`src/rtl/cc_xfer_arbiter.sv`:
```
// Source-side controller for a shared toggle-handshake clock-crossing channel.
// Round-robin arbitration between NUM_REQ requesters; the winner's word is
// latched onto xfer_data and xfer_req toggles. The returning ack toggle
// (already synchronized) completes the transfer, followed by a forced gap.
//
// state    | meaning
// ---------+-----------------------------------------------------------
// IDLE     | channel free, req_ready offers the round-robin winner
// WAIT_ACK | word launched, waiting for ack_sync to equal xfer_req
// GAP      | post-ack spacing, GAP_CYCLES cycles, then back to IDLE
module cc_xfer_arbiter #(
   parameter int NUM_REQ    = 4,
   parameter int WIDTH      = 8,
   parameter int SRC_W      = 2,
   parameter int TIMEOUT    = 255,
   parameter int GAP_CYCLES = 2
) (
   input  logic                     clk,
   input  logic                     rst_n,
   input  logic [NUM_REQ-1:0]       req_valid,
   input  logic [NUM_REQ*WIDTH-1:0] req_data,
   output logic [NUM_REQ-1:0]       req_ready,
   output logic [WIDTH-1:0]         xfer_data,
   output logic [SRC_W-1:0]         xfer_src,
   output logic                     xfer_req,
   input  logic                     ack_sync,
   output logic                     done,
   output logic [SRC_W-1:0]         done_src,
   output logic                     busy,
   output logic                     timeout,
   input  logic                     timeout_clr
);

   localparam int CNT_W = $clog2(TIMEOUT + 1);
   localparam int GAP_W = 8;

   typedef enum logic [1:0] {IDLE, WAIT_ACK, GAP} state_t;

   state_t             state_q, state_d;
   logic [SRC_W-1:0]   ptr_q;
   logic [SRC_W-1:0]   win;
   logic [WIDTH-1:0]   win_data;
   logic               any_valid;
   logic               accept;
   logic               ack_match;
   logic               tmo_hit;
   logic [CNT_W-1:0]   wait_cnt_q;
   logic [GAP_W-1:0]   gap_cnt_q;

   // Round-robin pick: first valid above the pointer, then wrap to the lowest.
   always_comb begin
      any_valid = 1'b0;
      win       = '0;
      win_data  = '0;
      for (int i = 0; i < NUM_REQ; i++) begin
         if (!any_valid && req_valid[i] && (i > int'(ptr_q))) begin
            any_valid = 1'b1;
            win       = SRC_W'(i);
            win_data  = req_data[i*WIDTH +: WIDTH];
         end
      end
      for (int i = 0; i < NUM_REQ; i++) begin
         if (!any_valid && req_valid[i] && (i <= int'(ptr_q))) begin
            any_valid = 1'b1;
            win       = SRC_W'(i);
            win_data  = req_data[i*WIDTH +: WIDTH];
         end
      end
   end

   // Next state and grant; reset suppresses any grant in the same cycle.
   always_comb begin
      state_d   = state_q;
      req_ready = '0;
      accept    = 1'b0;
      ack_match = (ack_sync == xfer_req);
      tmo_hit   = (wait_cnt_q == CNT_W'(TIMEOUT - 1));
      case (state_q)
         IDLE: begin
            if (rst_n && any_valid) begin
               for (int i = 0; i < NUM_REQ; i++) begin
                  req_ready[i] = (int'(win) == i);
               end
               accept  = 1'b1;
               state_d = WAIT_ACK;
            end
         end
         WAIT_ACK: begin
            if (ack_match) begin
               state_d = (GAP_CYCLES == 0) ? IDLE : GAP;
            end
         end
         GAP: begin
            if (gap_cnt_q == '0) begin
               state_d = IDLE;
            end
         end
         default: state_d = IDLE;
      endcase
   end

   // State register.
   always_ff @(posedge clk) begin
      if (!rst_n) begin
         state_q <= IDLE;
      end else begin
         state_q <= state_d;
      end
   end

   // Launch, completion, gap down-counter and sticky timeout flag.
   always_ff @(posedge clk) begin
      if (!rst_n) begin
         xfer_data  <= '0;
         xfer_src   <= '0;
         xfer_req   <= 1'b0;
         done       <= 1'b0;
         done_src   <= '0;
         timeout    <= 1'b0;
         ptr_q      <= SRC_W'(NUM_REQ - 1);
         wait_cnt_q <= '0;
         gap_cnt_q  <= '0;
      end else begin
         done <= 1'b0;
         if (accept) begin
            xfer_data  <= win_data;
            xfer_src   <= win;
            xfer_req   <= ~xfer_req;
            ptr_q      <= win;
            wait_cnt_q <= '0;
         end
         if (state_q == WAIT_ACK) begin
            if (wait_cnt_q != CNT_W'(TIMEOUT)) begin
               wait_cnt_q <= wait_cnt_q + 1'b1;
            end
            if (ack_match) begin
               done      <= 1'b1;
               done_src  <= xfer_src;
               gap_cnt_q <= GAP_W'(GAP_CYCLES - 1);
            end
         end
         if ((state_q == GAP) && (gap_cnt_q != '0)) begin
            gap_cnt_q <= gap_cnt_q - 1'b1;
         end
         // A set on the same edge as a clear takes priority.
         if ((state_q == WAIT_ACK) && tmo_hit) begin
            timeout <= 1'b1;
         end else if (timeout_clr) begin
            timeout <= 1'b0;
         end
      end
   end

   assign busy = (state_q != IDLE);

endmodule

```
`config.mk`:
```
export PLATFORM = sky130hd
export DESIGN_NAME = cc_xfer_arbiter
export DESIGN_NICKNAME = d
export VERILOG_FILES = /design/src/rtl/cc_xfer_arbiter.sv
export SDC_FILE = /design/constraint.sdc
export NUM_CORES = 1
export LEC_CHECK = 0
export ABC_AREA = 1
export CORE_MARGIN = 3
export CORE_UTILIZATION = 45
export DETAILED_ROUTE_END_ITERATION = 10
export PLACE_DENSITY = 0.75
export SYNTH_ARGS = -nofsm -noshare
export SYNTH_HDL_FRONTEND = slang
export SYNTH_SLANG_ARGS = --single-unit
```
`constraint.sdc`:
```
create_clock -name clk -period 3.9 [get_ports clk]
set_input_delay 0.78 -clock clk [delete_from_list [all_inputs] [get_ports clk]]
set_output_delay 0.78 -clock clk [all_outputs]
set_load 0.02 [all_outputs]
```
==> results_dict.tcl <==
set metrics [dict create \
    layout-drive-gt1-share 0.114 \
    rows 25 \
    ys_ff_latch 35 \
    required_ns 3.12 \
    routabilityCongestion 0.841 \
    powerDensity_nw_per_um2 404 \
    syn-instance-count 347 \
    yosys_warnings 0 \
    rsz0062_at_grt "false" \
    die_area_um2 5950 \
    synth_top_area_cell "dfxtp_1" \
    synth.distinct_cells 34 \
    maxSlewViolCount 0 \
    antenna_found_initial 0 \
    ys_top_cells_by_area "dfxtp_1, nand2_1, nor2_1" \
    dpl_cell_area_um2 2960 \
    clock-root-buffer "clkbuf_8" \
    htreeDepth 2 \
    ant_nets 0 \
    synth_top_area_frac 0.308 \
    hold_viol_final 0 \
    wl_per_cell_um 12.0 \
    power.leakage_nw 1.40 \
    hpwlAfterDp_um 4450 \
    period_share 0.962 \
    cap_violations 0 \
    grt_max_degree 22 \
    grt_usage 0.200 \
    clock_sinks 35 \
    peakVddDrop_v 0.000312 \
    total_power_mw 1.24 \
    routed_wl_um 5740 \
    die_y_um 77.2 \
    synth.avg_cell_area_um2 6.57 \
    port_buffers 59 \
    insertion_delay_ns 0.29 \
    path_class "primary input to output pin" \
    synth_seq_area_share 0.308 \
    worst_slew_pin_slew_ns 0.606 \
    viasPerCell 4.99 \
    cts_max_path_buffers 2 \
    start_kind "primary input" \
    setup_tns_ns 0 \
    post_cts_buffers 0 \
    stdcell_count 480 \
    syn_nets 391 \
    end_kind "output pin" \
    final_cell_mix "nand2_1, clkdlybuf4s50_1, nor2_1, inv_1" \
    worst-endpoint-arrival_ns 2.97 \
    cts-buffers-inserted 5 \
    fin_nets 456 \
    syn_to_final_growth_pct 35.1 \
    fin_skew_ns 0.00911 \
    dr_total_vias 2397 \
    drc_errors 0 \
    status "finished clean" \
    holdCritStartpoint "timeout" \
    crit_start "req_valid[1]" \
    grt_first_pass_wirelength_um 9940 \
    start_util 0.473 \
    grt_pass1_vias 2301 \
    fin_crit_ns 3.75 \
    path_clk_slew_ns 0.08 \
    design_area_um2 3080 \
    r2r_start "ptr_q[0]" \
    core-area_um2 4820 \
    slew-limit-headroom 0.595 \
    holdCritPathClass "flip-flop to flip-flop" \
    overflow 0 \
    fp.dieW_um 77.2 \
    drtPass1Iterations 4 \
    setup_viol 0 \
    synth_area_um2 2280 \
    fmaxAchievable_mhz 267 \
    ctsHoldBuffers 0 \
    drt_iter0_drc 99 \
    ctsResizeCount 0 \
    dp_cells 472 \
    layout_commonest_cell "nand2_1" \
    worstPathMaxFanout 13 \
    antenna_cells 0 \
    cts_tree "yes" \
    pin_count 60 \
]
## where the power goes
part	total, mW	leakage [nW]	internal, mW	switching (mW)
Sequential	0.436	0.286	0.403	0.0331
Combinational	0.468	1.05	0.201	0.267
Clock	0.341	0.0612	0.207	0.135
## cell type report
cell class | count | area [um^2]
clock buffer | 6 | 82.6
clock inverter | 2 | 35.0
fill | 430 | 1740
inverter | 49 | 184
multi-input combinational | 255 | 1350
sequential | 35 | 701
tap | 67 | 83.8
timing repair buffer | 66 | 643
## flip-flops by register name, summed over array words and instances, names as in the netlist
register,flops
done_src,2
xfer_data,8
timeout,1
gap_cnt_q,8
ptr_q,2
state_q,2
done,1
xfer_req,1
xfer_src,2
wait_cnt_q,8
## final timing paths
path	endpoint	slack, ns	cells after the start
max	req_ready[0]	0.15	8
max reg2reg	wait_cnt_q[7]	2.13	9
min reg2reg	timeout	0.47	2
min	timeout	0.47	2
## logic make-up after synthesis
family                   synth area share
buffers and inverters               0.100
flip-flops                          0.308
XOR/XNOR                           0.0231
AND/OR/NAND/NOR                     0.436
adder cells (fa/ha/maj)            0.0220
AO/OA/AOI/OAI                       0.111
## cells in the mapped netlist
cell	number
a21boi_1	2
a21oi_1	13
a21oi_2	6
buf_1	1
buf_2	3
buf_4	1
buf_6	1
clkbuf_1	2
dfxtp_1	35
ha_1	4
inv_1	46
inv_2	3
nand2_1	68
nand2_2	6
nand2_4	1
nand3_1	35
nand3_2	4
nand3_4	2
nand3b_1	1
nand3b_2	1
nand4_1	10
nand4_2	2
nand4_4	1
nor2_1	58
nor2_2	1
nor2_4	2
nor2_8	1
nor3_1	5
nor3b_1	1
o21ai_0	21
o31ai_1	2
or2_2	2
xnor2_1	3
xor2_1	3
## routing by layer
| layer | global-route usage | vias to the layer above | share of wire |
|---|---|---|---|
| li1 | - | 1248 | - |
| met1 | 0.243 | 1080 | 0.46 |
| met2 | 0.351 | 54 | 0.48 |
| met3 | 0.0505 | 15 | 0.045 |
| met4 | 0.0498 | 0 | 0.017 |
| met5 | 0 | - | 0 |
## worst max-delay path: stages
cell and delay (ns):
clkdlybuf4s50_1 0.57, nand2_2 0.14, buf_4 0.20, nand4_2 0.12
nand2_1 0.06, nand3b_2 0.23, nor3b_1 0.23, clkdlybuf4s50_1 0.64
## stage by stage
step | setup WS [ns] | util | hold WS (ns)
final | 0.148 | 0.639 | 0.470
after global routing | 0.0120 | 0.639 | 0.497
after CTS | 0.157 | 0.639 | 0.472
after detailed placement | 0.181 | 0.615 | 0.462
after global placement | 0.208 | 0.615 | 0.456
after floorplan | 1.01 | - | 0.447
No activity file was read; power rests on OpenSTA's default activity.
